### src/rtl/fsic_axis_pkg.sv
// fsic_axis_pkg: shared AXI-Stream widths and FIFO entry layout {tlast, tid, tuser, tkeep, tstrb, tdata}.
package fsic_axis_pkg;

    localparam int DATA_W  = 32;
    localparam int STRB_W  = DATA_W / 8;
    localparam int TID_W   = 2;
    localparam int TUSER_W = 2;

    function automatic int payload_w(input int dw);
        return dw + 2 * (dw / 8) + TUSER_W + TID_W + 1;
    endfunction

    function automatic int off_strb(input int dw);
        return dw;
    endfunction

    function automatic int off_keep(input int dw);
        return dw + dw / 8;
    endfunction

    function automatic int off_tuser(input int dw);
        return dw + 2 * (dw / 8);
    endfunction

    function automatic int off_tid(input int dw);
        return off_tuser(dw) + TUSER_W;
    endfunction

    function automatic int off_tlast(input int dw);
        return off_tid(dw) + TID_W;
    endfunction

    localparam int PAYLOAD_W = payload_w(DATA_W);

endpackage

### src/rtl/fsic_fifo_regfile.sv
// fsic_fifo_regfile: DEPTH x WIDTH storage, one synchronous write port, one asynchronous read port.
//   clk_i            clock
//   we_i/waddr_i/wdata_i  write enable, address, data (captured on posedge)
//   raddr_i/rdata_o  combinational read of the addressed entry
module fsic_fifo_regfile #(
    parameter int DEPTH = 8,
    parameter int WIDTH = 45,
    parameter int AW    = 3
) (
    input  logic             clk_i,
    input  logic             we_i,
    input  logic [AW-1:0]    waddr_i,
    input  logic [WIDTH-1:0] wdata_i,
    input  logic [AW-1:0]    raddr_i,
    output logic [WIDTH-1:0] rdata_o
);

    logic [WIDTH-1:0] mem_q [DEPTH];

    always_ff @(posedge clk_i) begin
        if (we_i) mem_q[waddr_i] <= wdata_i;
    end

    assign rdata_o = mem_q[raddr_i];

endmodule

### src/rtl/fsic_is_rx_fifo.sv
// fsic_is_rx_fifo: serdes Rx AXI-Stream buffer with registered link-level flow control and drop accounting.
//   axis_clk, axis_rst      clock, synchronous active-high reset
//   is_as_*                 beats from serdes Rx (no backpressure; every valid beat is offered)
//   as_is_tready            registered flow control toward remote, low when free <= pTHRESHOLD
//   m_*                     AXI-Stream master, fields driven from the head entry
//   fifo_count              occupied entries
//   overflow, drop_cnt      sticky drop flag and saturating drop counter, cleared by ovf_clr
module fsic_is_rx_fifo
    import fsic_axis_pkg::*;
#(
    parameter int pDATA_WIDTH = DATA_W,
    parameter int pDEPTH      = 8,
    parameter int pTHRESHOLD  = 3
) (
    input  logic                           axis_clk,
    input  logic                           axis_rst,
    input  logic [pDATA_WIDTH-1:0]         is_as_tdata,
    input  logic [pDATA_WIDTH/8-1:0]       is_as_tstrb,
    input  logic [pDATA_WIDTH/8-1:0]       is_as_tkeep,
    input  logic [TID_W-1:0]               is_as_tid,
    input  logic [TUSER_W-1:0]             is_as_tuser,
    input  logic                           is_as_tlast,
    input  logic                           is_as_tvalid,
    output logic                           as_is_tready,
    output logic [pDATA_WIDTH-1:0]         m_tdata,
    output logic [pDATA_WIDTH/8-1:0]       m_tstrb,
    output logic [pDATA_WIDTH/8-1:0]       m_tkeep,
    output logic [TID_W-1:0]               m_tid,
    output logic [TUSER_W-1:0]             m_tuser,
    output logic                           m_tlast,
    output logic                           m_tvalid,
    input  logic                           m_tready,
    output logic [$clog2(pDEPTH+1)-1:0]    fifo_count,
    output logic                           overflow,
    output logic [7:0]                     drop_cnt,
    input  logic                           ovf_clr
);

    localparam int SW = pDATA_WIDTH / 8;
    localparam int PW = payload_w(pDATA_WIDTH);
    localparam int AW = $clog2(pDEPTH);
    localparam int CW = $clog2(pDEPTH + 1);

    logic [AW-1:0] rd_ptr_q, rd_ptr_d, wr_ptr_q, wr_ptr_d;
    logic [CW-1:0] count_q, count_d;
    logic          ready_q, ready_d;
    logic          ovf_q, ovf_d;
    logic [7:0]    drop_q, drop_d;
    logic          rd, wr, drop;
    logic [PW-1:0] wr_payload, rd_payload;

    assign wr_payload = {is_as_tlast, is_as_tid, is_as_tuser, is_as_tkeep, is_as_tstrb, is_as_tdata};

    fsic_fifo_regfile #(
        .DEPTH (pDEPTH),
        .WIDTH (PW),
        .AW    (AW)
    ) u_regfile (
        .clk_i   (axis_clk),
        .we_i    (wr),
        .waddr_i (wr_ptr_q),
        .wdata_i (wr_payload),
        .raddr_i (rd_ptr_q),
        .rdata_o (rd_payload)
    );

    assign m_tdata  = rd_payload[0 +: pDATA_WIDTH];
    assign m_tstrb  = rd_payload[off_strb(pDATA_WIDTH) +: SW];
    assign m_tkeep  = rd_payload[off_keep(pDATA_WIDTH) +: SW];
    assign m_tuser  = rd_payload[off_tuser(pDATA_WIDTH) +: TUSER_W];
    assign m_tid    = rd_payload[off_tid(pDATA_WIDTH) +: TID_W];
    assign m_tlast  = rd_payload[off_tlast(pDATA_WIDTH)];
    assign m_tvalid = count_q != '0;

    assign as_is_tready = ready_q;
    assign fifo_count   = count_q;
    assign overflow     = ovf_q;
    assign drop_cnt     = drop_q;

    always_comb begin
        rd       = m_tvalid & m_tready;
        // A full FIFO still accepts a beat when the head leaves in the same cycle.
        wr       = is_as_tvalid & ((count_q < CW'(pDEPTH)) | rd);
        drop     = is_as_tvalid & ~wr;
        rd_ptr_d = rd ? ((rd_ptr_q == AW'(pDEPTH - 1)) ? '0 : rd_ptr_q + AW'(1)) : rd_ptr_q;
        wr_ptr_d = wr ? ((wr_ptr_q == AW'(pDEPTH - 1)) ? '0 : wr_ptr_q + AW'(1)) : wr_ptr_q;
        count_d  = count_q + CW'(wr) - CW'(rd);
        ready_d  = (CW'(pDEPTH) - count_d) > CW'(pTHRESHOLD);
        // A drop coinciding with a clear is still recorded.
        ovf_d    = drop | (ovf_q & ~ovf_clr);
        drop_d   = ovf_clr ? {7'd0, drop} : drop_q + {7'd0, drop & (drop_q != 8'hFF)};
    end

    always_ff @(posedge axis_clk) begin
        if (axis_rst) begin
            rd_ptr_q <= '0;
            wr_ptr_q <= '0;
            count_q  <= '0;
            ready_q  <= 1'b0;
            ovf_q    <= 1'b0;
            drop_q   <= 8'd0;
        end else begin
            rd_ptr_q <= rd_ptr_d;
            wr_ptr_q <= wr_ptr_d;
            count_q  <= count_d;
            ready_q  <= ready_d;
            ovf_q    <= ovf_d;
            drop_q   <= drop_d;
        end
    end

endmodule

### config.mk
export PLATFORM = sky130hd
export DESIGN_NAME = fsic_is_rx_fifo
export DESIGN_NICKNAME = d
export VERILOG_FILES = /design/src/rtl/fsic_axis_pkg.sv /design/src/rtl/fsic_fifo_regfile.sv /design/src/rtl/fsic_is_rx_fifo.sv
export SDC_FILE = /design/constraint.sdc
export NUM_CORES = 1
export LEC_CHECK = 0
export CELL_PAD_IN_SITES_DETAIL_PLACEMENT = 0
export CELL_PAD_IN_SITES_GLOBAL_PLACEMENT = 1
export CORE_UTILIZATION = 47
export DETAILED_ROUTE_END_ITERATION = 8
export GPL_ROUTABILITY_DRIVEN = 0
export PLACE_DENSITY = 0.75
export SYNTH_ARGS = -nofsm -noshare
export SYNTH_HDL_FRONTEND = slang
export SYNTH_SLANG_ARGS = --single-unit
### constraint.sdc
create_clock -name axis_clk -period 7.35 [get_ports axis_clk]
set_input_delay 1.47 -clock axis_clk [delete_from_list [all_inputs] [get_ports axis_clk]]
set_output_delay 1.47 -clock axis_clk [all_outputs]
set_load 0.01 [all_outputs]
## Word level (Yosys, flattened, before mapping)

Memory sizes are Yosys's and may differ from the RTL's. A register that Yosys moved wholly into a read port is not among the register bits.
Cells that the tools add are included.

| storage, ports and cells | value |
|---|---|
| flip-flop bits (word level) | 20 |
| memory bits (writable) | 360 |
| input port bits | 50 |
| output and inout port bits | 60 |
| word-level logic and storage cells | 37 |
| memories kept | 1 |

Memory list:

| memory | words | bits a word | read ports | clocked after Yosys merged registers in | wr ports | line | text |
|---|---|---|---|---|---|---|---|
| u_regfile.mem_q | 8 | 45 | 1 | 1 | 1 | fsic_fifo_regfile.sv:18 | `logic [WIDTH-1:0] mem_q [DEPTH];` |

| cells by class | value |
|---|---|
| add/sub/neg operators | 6 |
| order comparisons | 2 |
| equality and inequality tests | 3 |
| multiplexer cells | 7 |
| bitwise logic cells | 9 |
| reduce and logical (&&, ||, !) cells | 2 |

Operator list:

| cell | count |
|---|---|
| $mux W3 | 4 |
| $add A8 B1 Y8 | 1 |
| $ne A8 B8 Y1 const B | 1 |
| $add A3 B1 Y3 const B | 2 |
| $eq A3 B3 Y1 const B | 2 |
| $and A1 B1 Y1 | 5 |
| $add A4 B1 Y4 | 1 |
| $gt A4 B2 Y1 const B | 1 |
| $lt A4 B4 Y1 const B | 1 |
| $reduce_bool A4 Y1 | 1 |
| $sub A4 B1 Y4 | 1 |
| $sub A4 B4 Y4 const A | 1 |
| $mux W1 | 3 |
| $not A1 Y1 | 2 |
| $or A1 B1 Y1 | 2 |
| $reduce_or A2 Y1 | 1 |

## Depth between registers and ports, before layout

Gate-level depths: netlist of the first run.

| logic depth | value |
|---|---|
| depth in word-level cells | 9 |
| gate-level depth with buffers | 15 |
| mapped depth without buffers | 14 |

## Modules after synthesis

Synthesis of the first run repeated with hierarchy kept, for this count alone.

| unflattened totals | value |
|---|---|
| cells, all modules | 644 |
| area, all modules | 14936.8 um^2 |

By module, submodules not included:

| module | instances | cells each | area an instance (um^2) | seq. area each (um^2) |
|---|---|---|---|---|
| fsic_fifo_regfile | 1 | 533 | 13912.1 | 10810.4 |
| fsic_is_rx_fifo | 1 | 111 | 1024.7 | 400.4 |

## Worst setup path before layout of the first run

No wires, ideal clock.

| timing path | value |
|---|---|
| kind | input port to flip-flop |
| start | input port m_tready |
| end | memory u_regfile.mem_q[0][0] (enable) |
| library setup time | 0.559 ns |
| data arrival time | 6.003 ns |
| data required time | 6.791 ns |
| setup slack | 0.788 ns |
| stages | 3 |
| path buffers | 0 |
| cells stage by stage | a21o_1 nand2_4 nor4_1 |

| on the way | value |
|---|---|
| cells in the longest elaborated chain, start to end | 5 |

RTL lines:

| element | line | text |
|---|---|---|
| start, declared | fsic_is_rx_fifo.sv:32 | `input logic m_tready,` |
| $and A1 B1 Y1 | fsic_is_rx_fifo.sv:81 | `rd = m_tvalid & m_tready;` |
| $or A1 B1 Y1 | fsic_is_rx_fifo.sv:83 | `wr = is_as_tvalid & ((count_q < CW'(pDEPTH)) \| rd);` |
| $and A1 B1 Y1 | fsic_is_rx_fifo.sv:83 |  |
| $mux W1 | fsic_fifo_regfile.sv:21 | `if (we_i) mem_q[waddr_i] <= wdata_i;` |
| $mux W1 (not written as such) | fsic_fifo_regfile.sv:21 |  |
| end, declared | fsic_fifo_regfile.sv:18 |  |

Every way passes these cells.

==> results of run 1 <==
==> through the flow <==
step                      utilization, %  hold WS (ns)  setup WS, ns  instance area (um^2)
after detailed placement           52.62        0.4714         2.769                 16560
final                              56.49        0.4807         2.278                 17780
after global placement             52.62        0.4597         2.841                 16560
after global routing               56.48        0.5018         2.141                 17780
after floorplan                        -        0.4541        0.7881                 14980
after CTS                          56.48        0.4804         2.219                 17780
==> layer usage <==
| layer | track usage (%) | part of all wire, % | vias up |
|---|---|---|---|
| met2 | 29.18 | 50 | 159 |
| met3 | 3.436 | 4.3 | 38 |
| met5 | 0 | 0.040 | - |
| met1 | 22.84 | 44 | 3524 |
| met4 | 5.128 | 1.9 | 2 |
| li1 | - | - | 3054 |
==> area by class of cell <==
| class | count | area [um^2] | area share [%] |
|---|---|---|---|
| clock inverters | 23 | 181.4 | 1.020 |
| diodes | 1 | 2.502 | 0.01407 |
| clock buffers | 49 | 1035 | 5.820 |
| repair buffers | 124 | 1204 | 6.770 |
| inverters | 8 | 30.03 | 0.1689 |
| flip-flops and latches | 383 | 11280 | 63.44 |
| well taps | 402 | 503.0 | 2.829 |
| multi-input cells | 224 | 3545 | 19.94 |
==> logic make-up (layout without fill, tap and decap cells) <==
kind of cell | Yosys count | after routing | synth area share [%]
flip-flops | 383 | 383 | 75.24
multiplexers | 139 | 139 | 19.44
AND/OR/NAND/NOR | 55 | 55 | 1.979
buffers and inverters | 36 | 204 | 1.428
adder cells (fa/ha/maj) | 12 | 12 | 1.052
AO/OA/AOI/OAI | 10 | 10 | 0.3926
XOR/XNOR | 8 | 8 | 0.4677
other | 0 | 1 | 0
==> flip-flops by register name, summed over array words and instances, names as in the netlist, named ones only <==
name,cells
drop_cnt,8
fifo_count,4
u_regfile.mem_q,360
wr_ptr_q,3
rd_ptr_q,3
as_is_tready,1
overflow,1
==> critical path, cell delays in order (launching register included) <==
cell and delay [ns]:
dfxtp_4 1.02, buf_4 0.59, mux4_1 0.64, mux2_2 0.29, clkdlybuf4s50_1 0.48
==> worst max path at each step <==
stage and endpoint:
2_1_floorplan u_regfile.mem_q[0][0], 6_report m_tuser[1], 3_3_place_gp m_tkeep[2], 5_1_grt m_tuser[1]
4_1_cts m_tuser[1], 3_5_place_dp m_tuser[1]
==> power groups by stage <==
stage / clock, W / combinational [W] / sequential (W)
after detailed placement: 0 / 0.00104 / 0.00270
after global placement: 0 / 0.00102 / 0.00269
after CTS: 0.00190 / 0.00105 / 0.00266
final: 0.00187 / 0.00103 / 0.00265
after global routing: 0.00198 / 0.00110 / 0.00267
after floorplan: 0 / 0.000699 / 0.00261
==> cells in the final DEF (no fill, tap or decap), types with 3 or more instances in the layout <==
| master | count |
|---|---|
| clkbuf_1 | 9 |
| nand2_1 | 6 |
| inv_1 | 8 |
| nor2b_1 | 4 |
| mux2_2 | 45 |
| buf_4 | 15 |
| clkdlybuf4s50_1 | 109 |
| ha_1 | 11 |
| nor3_2 | 4 |
| clkinv_1 | 10 |
| dfxtp_1 | 20 |
| a21oi_1 | 6 |
| nand2b_1 | 8 |
| nor2_1 | 9 |
| mux2i_1 | 3 |
| xor2_1 | 6 |
| mux4_1 | 90 |
| clkinv_2 | 5 |
| nand3_1 | 8 |
| clkbuf_16 | 40 |
| nor2_4 | 3 |
| edfxtp_1 | 360 |
==> out/results.txt, run 1 <==
status - completed
Worst EP arrival - 3.60 ns
area growth from synthesis to final layout - 18.68%
Die Height - 180.5 um
FF+latch count, synth - 383
Reg2Reg Capture Point - as_is_tready
Worst VDD drop - 0.1985 mV
Nets - 842
post-synth top area share - 72.16%
# IOs - 110
hold_sp - rd_ptr_q[2]
global-route wire length before repair - 41.86 mm
setup slack, reg-to-reg - 4.24 ns
RSZ-0062 raised after global routing - no
top post-synthesis cells by area - edfxtp_1 (72%), mux4_1 (16%), mux2_2 (3.4%), dfxtp_1 (3.1%), ha_1 (0.92%)
Psw - 0.001332 W
core region area - 31,470 um^2
worst skew pair latency - 0.53 ns
post-CTS sizing - 0
setup TNS - 0 ns
drt total wl - 27.83 mm
drt wl/cell - 22.93 um
vias in the first global route - 7,193
Die X - 180.5 um
ys async rst share - 0%
post-route clock skew - 0.01307 ns
cell internal pwr - 0.004211 W
Num Clock Sinks - 383
Data required, critical path - 5.88 ns
deepest clock path buffer count - 3
synthesized net count - 705
Switching Fraction - 24.03%
YS warnings - 0
total grt overflow - 0
critical path peak fanout - 61
critical path capture point type - output port
Setup Fix Bufs, Post-CTS - 0
slew at the pin closest to its max-slew limit - 1.189 ns
min Tclk post-route - 5.072 ns
share of cells above drive strength 1 - 15.66%
startpoint types - flip-flop
library cells used by synthesis - 35
crit share post-route - 69.00%
Non-Filler Instances - 1,214
# placed instances - 1,141
slew margin rel. - 20.70%
Worst-path clk slew - 0.07 ns
worst hold-check path type - flip-flop to flip-flop
synth cell count leaders - edfxtp_1 (360), mux4_1 (90), mux2_2 (45)
Hold Vio Cnt, Final - 0
Reg-to-Reg Start - fifo_count[3]
drt first-iter violations - 491
Via density - 5.582
Pre-antenna DRT Iters - 4
Syn Area/Cell - 23.30 um^2
row count - 65
PwrDens - 311.8 nW/um^2
DRC - 0
initial antenna violation count - 2
fillers - 2,237
dominant cell type by area after synthesis - edfxtp_1
max_cap viols - 0
Mapped Area - 14,980 um^2
sequential power share - 47.8%
R2R depth - 14
largest net degree at the start of global routing - 91
CTS root buf - clkbuf_16
total power - 0.005543 W
antenna viol nets, final - 0
max-slew violation count - 0
dpl hpwl - 15.12 mm
CTS tree - built
H-tree Lvls - 2
vias - 6,777
Clk pwr share - 33.6%
predominant post-synthesis flop cell - edfxtp_1
Mapped Cells - 643
die area - 32,590 um^2
# setup viols final - 0
Tot GR Track Use - 17.28%
Post-synth EDFFs - 360
PortBufs - 109
leakage power - 5.788 nW
Initial Util - 47.60%
Comb pwr share - 18.6%
top-count cell post-synth - edfxtp_1
sequential area share after synthesis - 75.24%
CTS buffer count - 39
Worst Hold Depth - 2
crit path kind - flip-flop to output port
fmax - 197.2 MHz
number of hold buffers added after CTS - 0
(Power assumes the default switching activity.)
==> run 2, diff against run 1 <==
- clock period: 7.35 -> 4.7 ns (I/O delays scaled with it)
==> out/results.txt, run 2 (same netlist as run 1, synthesis figures left out) <==
Nets - 844
Via density - 5.550
commonest cells after routing, fill and taps aside - edfxtp_1 (360), clkdlybuf4s50_1 (109), mux4_1 (90), mux2_2 (45), clkbuf_16 (41)
crit share post-route - 85.28%
# IOs - 110
worst skew pair latency - 0.52 ns
vias - 6,765
vias in the first global route - 7,296
# setup viols final - 0
deepest clock path buffer count - 3
setup slack, reg-to-reg - 1.62 ns
drt first-iter violations - 475
die area - 32,590 um^2
largest net degree at the start of global routing - 51
leakage power - 5.854 nW
crit path kind - flip-flop to output port
critical path peak fanout - 25
Initial Util - 47.60%
Worst EP arrival - 3.07 ns
PwrDens - 495.2 nW/um^2
Pre-antenna DRT Iters - 5
drt wl/cell - 23.14 um
H-tree Lvls - 2
fmax - 249.5 MHz
worst slack at placement - 1.178 ns
Worst-path clk slew - 0.06 ns
slew margin rel. - 36.50%
antenna viol nets, final - 0
max-slew violation count - 0
Num Clock Sinks - 383
Die X - 180.5 um
row count - 65
status - completed
startpoint types - flip-flop
CTS root buf - clkbuf_16
initial antenna violation count - 2
Biggest register - u_regfile.mem_q
CTS buffer count - 40
drt total wl - 28.21 mm
post-route clock skew - 0.01141 ns
global-route wire length before repair - 43.01 mm
Die Height - 180.5 um
DRC - 0
Setup Fix Bufs, Post-CTS - 0
slew at the pin closest to its max-slew limit - 0.9526 ns
most common cell after layout, fill and taps aside - edfxtp_1
share of cells above drive strength 1 - 16.58%
Hold Vio Cnt, Final - 0
Post-Route Utilization - 56.98%
max reg flops - 360
RSZ-0062 raised after global routing - no
Data required, critical path - 3.76 ns
max_cap viols - 0
dpl hpwl - 15.75 mm
setup TNS - 0 ns
worst hold-check path type - flip-flop to flip-flop
worst setup margin - 0.6918 ns
min Tclk post-route - 4.008 ns
number of hold buffers added after CTS - 0
post-CTS sizing - 0
area growth from synthesis to final layout - 19.71%
core region area - 31,470 um^2
Tot GR Track Use - 17.65%
fillers - 2,275
PortBufs - 109
critical path capture point type - output port
CTS tree - built
total grt overflow - 0
Worst VDD drop - 0.2849 mV
## run 2: power by group
group	switching, W	internal, W	leakage, nW
clock network	0.00123	0.00187	0.647
logic	0.000741	0.000968	1.75
registers	0.000122	0.00395	3.45
## run 2: path summary, 6_finish.rpt
path                                    start           end  cells after the start
worst max-delay path                flip-flop    m_tdata[0]                      4
worst min-delay path              rd_ptr_q[1]     flip-flop                      2
worst max register to register  fifo_count[3]  as_is_tready                     14
worst min register to register    rd_ptr_q[1]     flip-flop                      2
## run 2: cell type report
cell class	count	area, um^2	area share (%)
Tap cell	402	503.0	2.805
Inverter	8	30.03	0.1674
Clock buffer	52	1097	6.119
Antenna cell	3	7.507	0.04186
Multi-Input combinational cell	224	3560	19.85
Timing Repair Buffer	125	1236	6.893
Sequential cell	383	11280	62.90
Clock inverter	22	220.2	1.228
## run 2: worst max-delay path, cell delays in order, from the launching register on
cell             delay [ns]
dfxtp_4                0.62
buf_4                  0.48
mux4_1                 0.63
mux2_2                 0.29
clkdlybuf4s50_1        0.53
## run 2: metal layers
layer	global-route usage (%)	part of all wire, %
met3	3.355	5.2
met5	0	0
met1	22.90	42
met4	3.726	1.4
met2	31.04	51
## run 2: per-stage QoR
stage | hold WS, ns | std cells | cell area, um^2 | power [W]
final | 0.4781 | 1219 | 17930 | 0.008880
after global routing | 0.5010 | 1216 | 17930 | 0.009242
after CTS | 0.4798 | 1216 | 17930 | 0.008996
after detailed placement | 0.4733 | 1142 | 16610 | 0.005882
after global placement | 0.4602 | 1142 | 16610 | 0.005845
after floorplan | 0.4541 | 643 | 14990 | 0.005174
==> run 3, diff against run 2 <==
- CORE_MARGIN: default -> 3
==> out/results.txt, run 3 (same netlist as run 1, synthesis figures left out) <==
drt total wl - 28.13 mm
fillers - 2,211
worst skew pair latency - 0.51 ns
Non-Filler Instances - 1,206
Tot GR Track Use - 16.57%
leakage power - 5.823 nW
Worst VDD drop - 0.3232 mV
PortBufs - 109
met3 Usage GRT - 3.237%
share of cells above drive strength 1 - 16.17%
Data required, critical path - 3.76 ns
worst hold-check path type - flip-flop to flip-flop
post-route clock skew - 0.02000 ns
Worst EP arrival - 2.99 ns
critical path capture point type - output port
ANT cells - 0
area growth from synthesis to final layout - 19.17%
# placed instances - 1,137
Reg-to-Reg Start - fifo_count[3]
vias - 6,819
met2 Usage GRT - 27.19%
PwrDens - 491.2 nW/um^2
crit share post-route - 83.62%
Worst Setup EP - m_tdata[29]
Die Height - 184.5 um
worst slack at placement - 1.192 ns
Top Usage Layer GRT - met2
met1 usage in global routing - 23.34%
most common cell after layout, fill and taps aside - edfxtp_1
critical path peak fanout - 28
CTS root buf - clkbuf_16
status - completed
row count - 64
Nets - 844
max-slew violation count - 0
R2R depth - 14
Setup Fix Bufs, Post-CTS - 0
# IOs - 110
Initial Util - 48.34%
Num Clock Sinks - 383
CTS tree - built
antenna viol nets, final - 0
setup slack, reg-to-reg - 1.63 ns
Hold Vio Cnt, Final - 0
CTS buffer count - 39
Post-Route Utilization - 57.61%
RSZ-0062 raised after global routing - no
Reg2Reg Capture Point - as_is_tready
Pre-antenna DRT Iters - 4
setup TNS - 0 ns
min Tclk post-route - 3.930 ns
worst setup margin - 0.7696 ns
core region area - 30,990 um^2
global-route wire length before repair - 42.55 mm
# setup viols final - 0
Die X - 184.5 um
max_cap viols - 0
largest net degree at the start of global routing - 48
number of hold buffers added after CTS - 0
Biggest register - u_regfile.mem_q
slew margin rel. - 41.87%
commonest cells after routing, fill and taps aside - edfxtp_1 (360), clkdlybuf4s50_1 (109), mux4_1 (90), mux2_2 (45), clkbuf_16 (39)
H-tree Lvls - 2
drt wl/cell - 23.32 um
Worst-path clk slew - 0.06 ns
drt first-iter violations - 478
vias in the first global route - 7,222
max reg flops - 360
initial antenna violation count - 1
crit path kind - flip-flop to output port
post-CTS sizing - 0
Via density - 5.654
dpl hpwl - 15.88 mm
startpoint types - flip-flop
total grt overflow - 0
DRC - 0
deepest clock path buffer count - 3
fmax - 254.4 MHz
slew at the pin closest to its max-slew limit - 0.8719 ns
die area - 34,050 um^2
run 3: critical path, cell delays in order, from the launching register on:
cell and delay (ns):
dfxtp_4 0.69, buf_4 0.40, mux4_1 0.63, mux2_2 0.28, clkdlybuf4s50_1 0.48
run 3: per-stage QoR:
stage	total power, W	hold slack [ns]	area (um^2)
after floorplan	0.005174	0.4541	14990
after global placement	0.005842	0.4590	16610
after detailed placement	0.005887	0.4699	16610
after CTS	0.008883	0.4823	17850
after global routing	0.009136	0.4998	17850
final	0.008769	0.4775	17850
run 3: where the power goes:
part,internal [W],switching [W]
Clock,0.00180,0.00118
Combinational,0.000967,0.000736
Sequential,0.00395,0.000137
Total,0.00672,0.00205
run 3: layout make-up:
cell class	count	area, um^2	share of cell area [%]
clock inverter	22	237.7	1.332
multi-input combinational	224	3560	19.94
sequential	383	11280	63.18
inverter	8	30.03	0.1682
clock buffer	47	1006	5.635
tap	396	495.5	2.775
timing repair buffer	126	1244	6.967
run 3: worst min path at each step:
| stage | startpoint | end | slack [ns] | depth (start not counted) |
|---|---|---|---|---|
| CTS | rd_ptr_q[1] | flip-flop | 0.48 | 2 |
| global placement | rd_ptr_q[1] | flip-flop | 0.46 | 2 |
| finish | rd_ptr_q[1] | flip-flop | 0.48 | 2 |
| global route | overflow | overflow | 0.50 | 2 |
| floorplan | rd_ptr_q[1] | flip-flop | 0.45 | 2 |
| detailed placement | overflow | overflow | 0.47 | 2 |
run 3: metal layers:
metal / up-vias / share of wire [%] / routed length, um
met3: 41 / 4.7 / 1334
met2: 180 / 49 / 13770
met4: 2 / 1.6 / 454
li1: 3041 / - / -
met1: 3555 / 45 / 12550
met5: - / 0.071 / 20
